<file path="config.mk">
export PLATFORM = sky130hd
export DESIGN_NAME = kv_cache_miss_ctrl
export DESIGN_NICKNAME = d
export VERILOG_FILES = /design/src/rtl/kv_cache_pkg.sv /design/src/rtl/kv_onehot_pick.sv /design/src/rtl/kv_cache_miss_ctrl.sv
export SDC_FILE = /design/constraint.sdc
export NUM_CORES = 1
export LEC_CHECK = 0
export CAP_MARGIN = 40
export CORE_MARGIN = 8
export CORE_UTILIZATION = 40
export CTS_CLUSTER_DIAMETER = 60
export DETAILED_ROUTE_END_ITERATION = 8
export GPL_ROUTABILITY_DRIVEN = 0
export PLACE_DENSITY = 0.93
export RECOVER_POWER = 100
export SETUP_SLACK_MARGIN = 0.1
export SLEW_MARGIN = 20
export SYNTH_ARGS = -nofsm -noshare
export SYNTH_HDL_FRONTEND = slang
export SYNTH_HIERARCHICAL = 1
export SYNTH_SLANG_ARGS = --single-unit
export TNS_END_PERCENT = 5
</file>
<file path="constraint.sdc">
create_clock -name i_clk -period 5.9 [get_ports i_clk]
set_input_delay 1.475 -clock i_clk [delete_from_list [all_inputs] [get_ports i_clk]]
set_output_delay 1.475 -clock i_clk [all_outputs]
set_load 0.05 [all_outputs]
</file>
<file path="src/rtl/kv_cache_pkg.sv">
// Shared types and width helpers for the set-associative cache miss controller.
package kv_cache_pkg;

    typedef enum logic [2:0] {
        StIdle,
        StLookup,
        StWbReq,
        StWbData,
        StFillReq,
        StFillData,
        StResp
    } state_e;

    // A beat is one 32-bit word.
    localparam int unsigned WordBytes = 4;
    localparam int unsigned WordOffW  = 2;

    function automatic int unsigned index_w(int unsigned line_num, int unsigned way_num);
        return $clog2(line_num / way_num);
    endfunction

    function automatic int unsigned off_w(int unsigned line_beats);
        return $clog2(line_beats) + WordOffW;
    endfunction

    function automatic int unsigned tag_w(int unsigned addr_width, int unsigned line_num,
                                          int unsigned way_num, int unsigned line_beats);
        return addr_width - index_w(line_num, way_num) - off_w(line_beats);
    endfunction

endpackage

</file>
<file path="src/rtl/kv_onehot_pick.sv">
// Lowest-set-bit one-hot select; an all-zero input selects the MSB way.
module kv_onehot_pick #(
    parameter int unsigned N = 4
) (
    input  logic [N-1:0] vec_i,
    output logic [N-1:0] onehot_o
);

    logic [N-1:0] lowest;

    // Two's-complement trick isolates the lowest set bit.
    assign lowest   = vec_i & (~vec_i + 1'b1);
    assign onehot_o = (|vec_i) ? lowest : {1'b1, {(N-1){1'b0}}};

endmodule

</file>
<file path="src/rtl/kv_cache_miss_ctrl.sv">
// Sequencing FSM for one set-associative cache: hit/LRU update, victim writeback, refill.
module kv_cache_miss_ctrl
    import kv_cache_pkg::*;
#(
    parameter int unsigned WAY_NUM    = 4,
    parameter int unsigned LINE_NUM   = 64,
    parameter int unsigned ADDR_WIDTH = 32,
    parameter int unsigned LINE_BEATS = 4,
    localparam int unsigned INDEX_W   = index_w(LINE_NUM, WAY_NUM),
    localparam int unsigned BEAT_W    = $clog2(LINE_BEATS),
    localparam int unsigned OFF_W     = off_w(LINE_BEATS),
    localparam int unsigned TAG_W     = tag_w(ADDR_WIDTH, LINE_NUM, WAY_NUM, LINE_BEATS)
) (
    input  logic                  i_clk,
    input  logic                  i_rstn,
    input  logic                  i_req_valid,
    output logic                  o_req_ready,
    input  logic [ADDR_WIDTH-1:0] i_req_addr,
    output logic                  o_resp_valid,
    output logic                  o_resp_hit,
    input  logic [WAY_NUM-1:0]    i_tag_hitway,
    input  logic [WAY_NUM-1:0]    i_victim_dirty,
    input  logic [TAG_W-1:0]      i_victim_tag,
    output logic [INDEX_W-1:0]    o_lru_index,
    output logic [WAY_NUM-1:0]    o_lru_hitway,
    output logic                  o_lru_update,
    input  logic [WAY_NUM-1:0]    i_lru_killmask,
    output logic                  o_mem_req_valid,
    input  logic                  i_mem_req_ready,
    output logic                  o_mem_req_we,
    output logic [ADDR_WIDTH-1:0] o_mem_req_addr,
    input  logic                  i_mem_beat,
    output logic                  o_fill_we,
    output logic [WAY_NUM-1:0]    o_fill_way,
    output logic [BEAT_W-1:0]     o_fill_beat
);

    localparam int unsigned LINE_W = ADDR_WIDTH - OFF_W;
    localparam logic [BEAT_W-1:0] LastBeat = BEAT_W'(LINE_BEATS - 1);

    state_e              state_q, state_d;
    logic [LINE_W-1:0]   line_q, line_d;
    logic [WAY_NUM-1:0]  victim_q, victim_d;
    logic [BEAT_W-1:0]   beat_q, beat_d;
    logic                resp_hit_q, resp_hit_d;

    logic [WAY_NUM-1:0]  hit_pick;
    logic [WAY_NUM-1:0]  victim_pick;
    logic [INDEX_W-1:0]  index;
    logic [TAG_W-1:0]    req_tag;
    logic                unused_addr_bits;

    // Only the line address is kept; the byte offset within the line is irrelevant here.
    assign unused_addr_bits = ^i_req_addr[OFF_W-1:0];

    assign index       = line_q[INDEX_W-1:0];
    assign req_tag     = line_q[LINE_W-1:INDEX_W];
    assign o_lru_index = index;
    assign o_fill_beat = beat_q;

    kv_onehot_pick #(.N(WAY_NUM)) u_hit_pick (
        .vec_i    (i_tag_hitway),
        .onehot_o (hit_pick)
    );

    kv_onehot_pick #(.N(WAY_NUM)) u_victim_pick (
        .vec_i    (i_lru_killmask),
        .onehot_o (victim_pick)
    );

    // State and request-context registers.
    always_ff @(posedge i_clk or negedge i_rstn) begin
        if (!i_rstn) begin
            state_q    <= StIdle;
            line_q     <= '0;
            victim_q   <= '0;
            beat_q     <= '0;
            resp_hit_q <= 1'b0;
        end else begin
            state_q    <= state_d;
            line_q     <= line_d;
            victim_q   <= victim_d;
            beat_q     <= beat_d;
            resp_hit_q <= resp_hit_d;
        end
    end

    // Next-state and output decode.
    always_comb begin
        state_d         = state_q;
        line_d          = line_q;
        victim_d        = victim_q;
        beat_d          = beat_q;
        resp_hit_d      = resp_hit_q;
        o_req_ready     = 1'b0;
        o_resp_valid    = 1'b0;
        o_resp_hit      = 1'b0;
        o_lru_update    = 1'b0;
        o_lru_hitway    = '0;
        o_mem_req_valid = 1'b0;
        o_mem_req_we    = 1'b0;
        o_mem_req_addr  = '0;
        o_fill_we       = 1'b0;
        o_fill_way      = '0;

        unique case (state_q)
            StIdle: begin
                o_req_ready = 1'b1;
                if (i_req_valid) begin
                    line_d  = i_req_addr[ADDR_WIDTH-1:OFF_W];
                    state_d = StLookup;
                end
            end
            StLookup: begin
                if (|i_tag_hitway) begin
                    o_lru_update = 1'b1;
                    o_lru_hitway = hit_pick;
                    resp_hit_d   = 1'b1;
                    state_d      = StResp;
                end else begin
                    victim_d   = victim_pick;
                    resp_hit_d = 1'b0;
                    state_d    = (|(victim_pick & i_victim_dirty)) ? StWbReq : StFillReq;
                end
            end
            StWbReq: begin
                o_mem_req_valid = 1'b1;
                o_mem_req_we    = 1'b1;
                o_mem_req_addr  = {i_victim_tag, index, {OFF_W{1'b0}}};
                o_fill_way      = victim_q;
                if (i_mem_req_ready) state_d = StWbData;
            end
            StWbData: begin
                o_fill_way = victim_q;
                if (i_mem_beat) begin
                    if (beat_q == LastBeat) begin
                        beat_d  = '0;
                        state_d = StFillReq;
                    end else begin
                        beat_d = beat_q + 1'b1;
                    end
                end
            end
            StFillReq: begin
                o_mem_req_valid = 1'b1;
                o_mem_req_addr  = {req_tag, index, {OFF_W{1'b0}}};
                o_fill_way      = victim_q;
                if (i_mem_req_ready) state_d = StFillData;
            end
            StFillData: begin
                o_fill_way = victim_q;
                if (i_mem_beat) begin
                    o_fill_we = 1'b1;
                    if (beat_q == LastBeat) begin
                        beat_d       = '0;
                        o_lru_update = 1'b1;
                        o_lru_hitway = victim_q;
                        resp_hit_d   = 1'b0;
                        state_d      = StResp;
                    end else begin
                        beat_d = beat_q + 1'b1;
                    end
                end
            end
            StResp: begin
                o_resp_valid = 1'b1;
                o_resp_hit   = resp_hit_q;
                state_d      = StIdle;
            end
            default: state_d = StIdle;
        endcase
    end

endmodule

</file>
==> key figures <==
Run status
  – Status: finished with violations
  – Failing checks: capacitance limit, slew limit

Setup path
  – Setup CP Type: in -> out
  – Req. time, crit path: 4.43 ns
  – Reg2Reg Depth: 4
  – Crit end category: primary output
  – Setup crit start kind: input port
  – CP arrival: 3.91 ns
  – R2r startpoint: state_q[2]
  – R2R Setup Slk: 3.30 ns
  – Slowest stage delay, CP: 0.77 ns
  – Worst reg2reg path endpoint: line_q[11]
  – Crit-path max FO: 6
  – Slowest CP cell: dlygate4sd3_1
  – CP cell instances: dlygate4sd3_1 > or4_1 > and3_4 > a22o_1 > dlygate4sd3_1
  – Top cell by count, worst path: dlygate4sd3_1

Yosys
  – Distinct cells, synth: 32
  – Yosys warnings: 6
  – Syn Std Cell Area: 0.00208 mm²
  – Post-Synthesis Cells: 172
  – Sequential cell area fraction in the yosys report: 45.6%
  – Register bit total from synthesis: 38
  – Synth Area per Inst: 12.1 µm²

Final layout
  – N_diodes: 0
  – Commonest non-fill, non-tap cell in the layout: clkdlybuf4s50_1
  – Nets@finish: 353
  – Ratio of cells with drive above 1 in the final layout: 17.1%
  – Most frequent cells in the layout: clkdlybuf4s50_1 (63), dlygate4sd3_1 (52), dfrtp_1 (38)
  – Util after Layout: 65.1%
  – Sequential Area: 951 µm²
  – Multi-input logic area: 981 µm²
  – Area grow syn2layout: 58.5%
  – # fillers: 447

Detailed routing
  – DR pass1 iterations: 4
  – WL/cell: 17.9 µm
  – Residual DRC count: 0
  – Starting DRC count in detailed routing: 45
  – Via-to-Cell Ratio: 5.07
  – ANT nets after route: 0
  – Routed WL: 6.27 mm
  – Total vias in the final route: 1774

Floorplan
  – # rows: 26
  – Core area: 0.00507 mm²
  – Initial Utilization: 41.1%
  – Die X-Extent: 88.2 µm
  – DIE AREA: 0.00778 mm²
  – Ports: 126
  – Die Y: 88.2 µm

Timing
  – RSZ-0062 raised after global routing: false
  – Crit path time final: 5.38 ns
  – Final Hold Vio Count: 0
  – Actual slew at the worst max-slew pin: 1.57 ns
  – Final Cycle Share: 91.2%
  – Worst rel slew slack: -4.74%
  – Final setup violation count: 0
  – Fmax: 186 MHz
  – Setup tns final: 0 ns
  – Final Skew: 0.00484 ns
  – Pins Over Slew Limit: 30

Global route
  – Initial antenna violation count: 0
  – First-pass GRT wire length: 9.63 mm
  – GR Overflow Total: 0
  – Total track usage: 15.9%
  – Vias in the first global route: 1956
  – Largest net degree at the start of global routing: 30

Clock network
  – Setup Buffers After CTS: 0
  – Clock Path Buffers: 2
  – CTS H-Tree Depth: 2
  – Insertion delay to the later sink of the worst-skew pair: 0.28 ns
  – CTS Buf Count: 5
  – CTS hold repair buffers: 0
  – CTS Sinks: 38
  – CTS tree: built
  – Resized cells post-CTS: 0
  – Root buffer cell: clkbuf_8
  – Worst-path clk slew: 0.07 ns

Placed design
  – Port Buffer Count: 116
  – Post-detail-place hpwl: 5.02 mm

Hold path
  – Worst Hold Path Cells: 1
  – Hold Path Origin: resp_hit_q
  – HP Class: reg -> reg
  – WHS Endpoint: resp_hit_q

Power
  – PwrDens: 567 mW/mm²
  – Pwr Total: 1.87 mW
  – Max rail drop VDD: 0.260 mV
  – Leakage: 1.48 nW

Run
  – # Max-Cap Violations: 1
synthesized netlist by cell type:
library cell	n	area (µm²)
a211o_1	1	8.76
a21o_1	1	7.51
a22o_1	30	263
and2_1	8	50.1
and3_1	7	43.8
and3_4	1	11.3
and4b_1	1	10.0
buf_2	8	40.0
buf_4	9	67.6
buf_6	3	33.8
clkbuf_1	3	11.3
conb_1	1	3.75
dfrtp_1	38	951
ha_1	1	12.5
inv_1	2	7.51
mux2_1	2	22.5
mux2_2	32	360
nand2_1	1	3.75
nand3_1	1	5.00
nor2_1	3	11.3
nor2b_1	2	12.5
nor3_2	4	40.0
nor3b_2	2	25.0
nor4_1	2	12.5
o211a_1	1	10.0
o211ai_1	1	7.51
o21ai_0	2	10.0
o21bai_1	1	7.51
o32ai_1	1	8.76
or2_1	1	6.26
or4_4	1	11.3
xor2_1	1	8.76
through the flow:
stage | cells | area, µm² | hold WS, ns | setup slack [ns]
floorplan | 175 | 2100 | 0.441 | 1.73
global placement | 340 | 3200 | 0.459 | 0.737
detailed placement | 342 | 3240 | 0.479 | 0.692
CTS | 350 | 3330 | 0.496 | 0.687
global route | 350 | 3300 | 0.507 | 0.470
finish | 350 | 3300 | 0.489 | 0.520
worst max path at each step:
stage,startpoint,to,slack [ns],cells past startpoint
after detailed placement,i_tag_hitway[0],o_lru_hitway[2],0.69,5
after CTS,i_tag_hitway[0],o_lru_hitway[2],0.69,5
after global placement,i_tag_hitway[0],o_lru_hitway[1],0.74,5
final,i_tag_hitway[0],o_lru_hitway[2],0.52,5
after floorplan,i_tag_hitway[1],o_lru_update,1.73,4
after global routing,i_tag_hitway[0],o_lru_hitway[2],0.47,5
where the power goes:
group          switching (mW)  total (mW)  internal, mW
Combinational           0.762        1.21         0.449
Clock                  0.0865       0.181        0.0943
Sequential             0.0933       0.480         0.387
cell families after synthesis:
group	Yosys count	share of synthesized area [%]
mux	34	18.4
fa+ha+maj	1	0.600
flops	38	45.6
compound gates	38	15.5
simple gates	34	11.6
other cells	1	0.180
xor+xnor	1	0.420
buf+inv	25	7.68
worst max-delay path, delay by kind of cell:
kind / cells / cell delay, ns
AO/OA/AOI/OAI: 1 / 0.23
buffers and inverters: 2 / 1.41
AND/OR/NAND/NOR: 2 / 0.78
registers in the layout, indices dropped and copies added, names as in the netlist:
register / cells
line_q: 28
victim_q: 4
state_q: 3
o_fill_beat: 2
resp_hit_q: 1
area by class of cell:
type | count | share of cell area [%]
sequential | 38 | 28.8
inverter | 2 | 0.227
clock inverter | 1 | 0.152
tap | 70 | 2.65
clock buffer | 7 | 2.61
multi-input combinational | 112 | 29.7
timing repair buffer | 120 | 35.9
per-layer routing:
metal | wire length, µm | GRT usage [%] | up-vias | part of all wire (%)
li1 | - | - | 841 | -
met3 | 471 | 4.97 | 4 | 7.5
met5 | 0 | 0 | - | 0
met4 | 40 | 3.69 | 0 | 0.64
met1 | 2460 | 17.6 | 864 | 39
met2 | 3290 | 28.5 | 65 | 53
No activity file was read; power rests on OpenSTA's default activity.
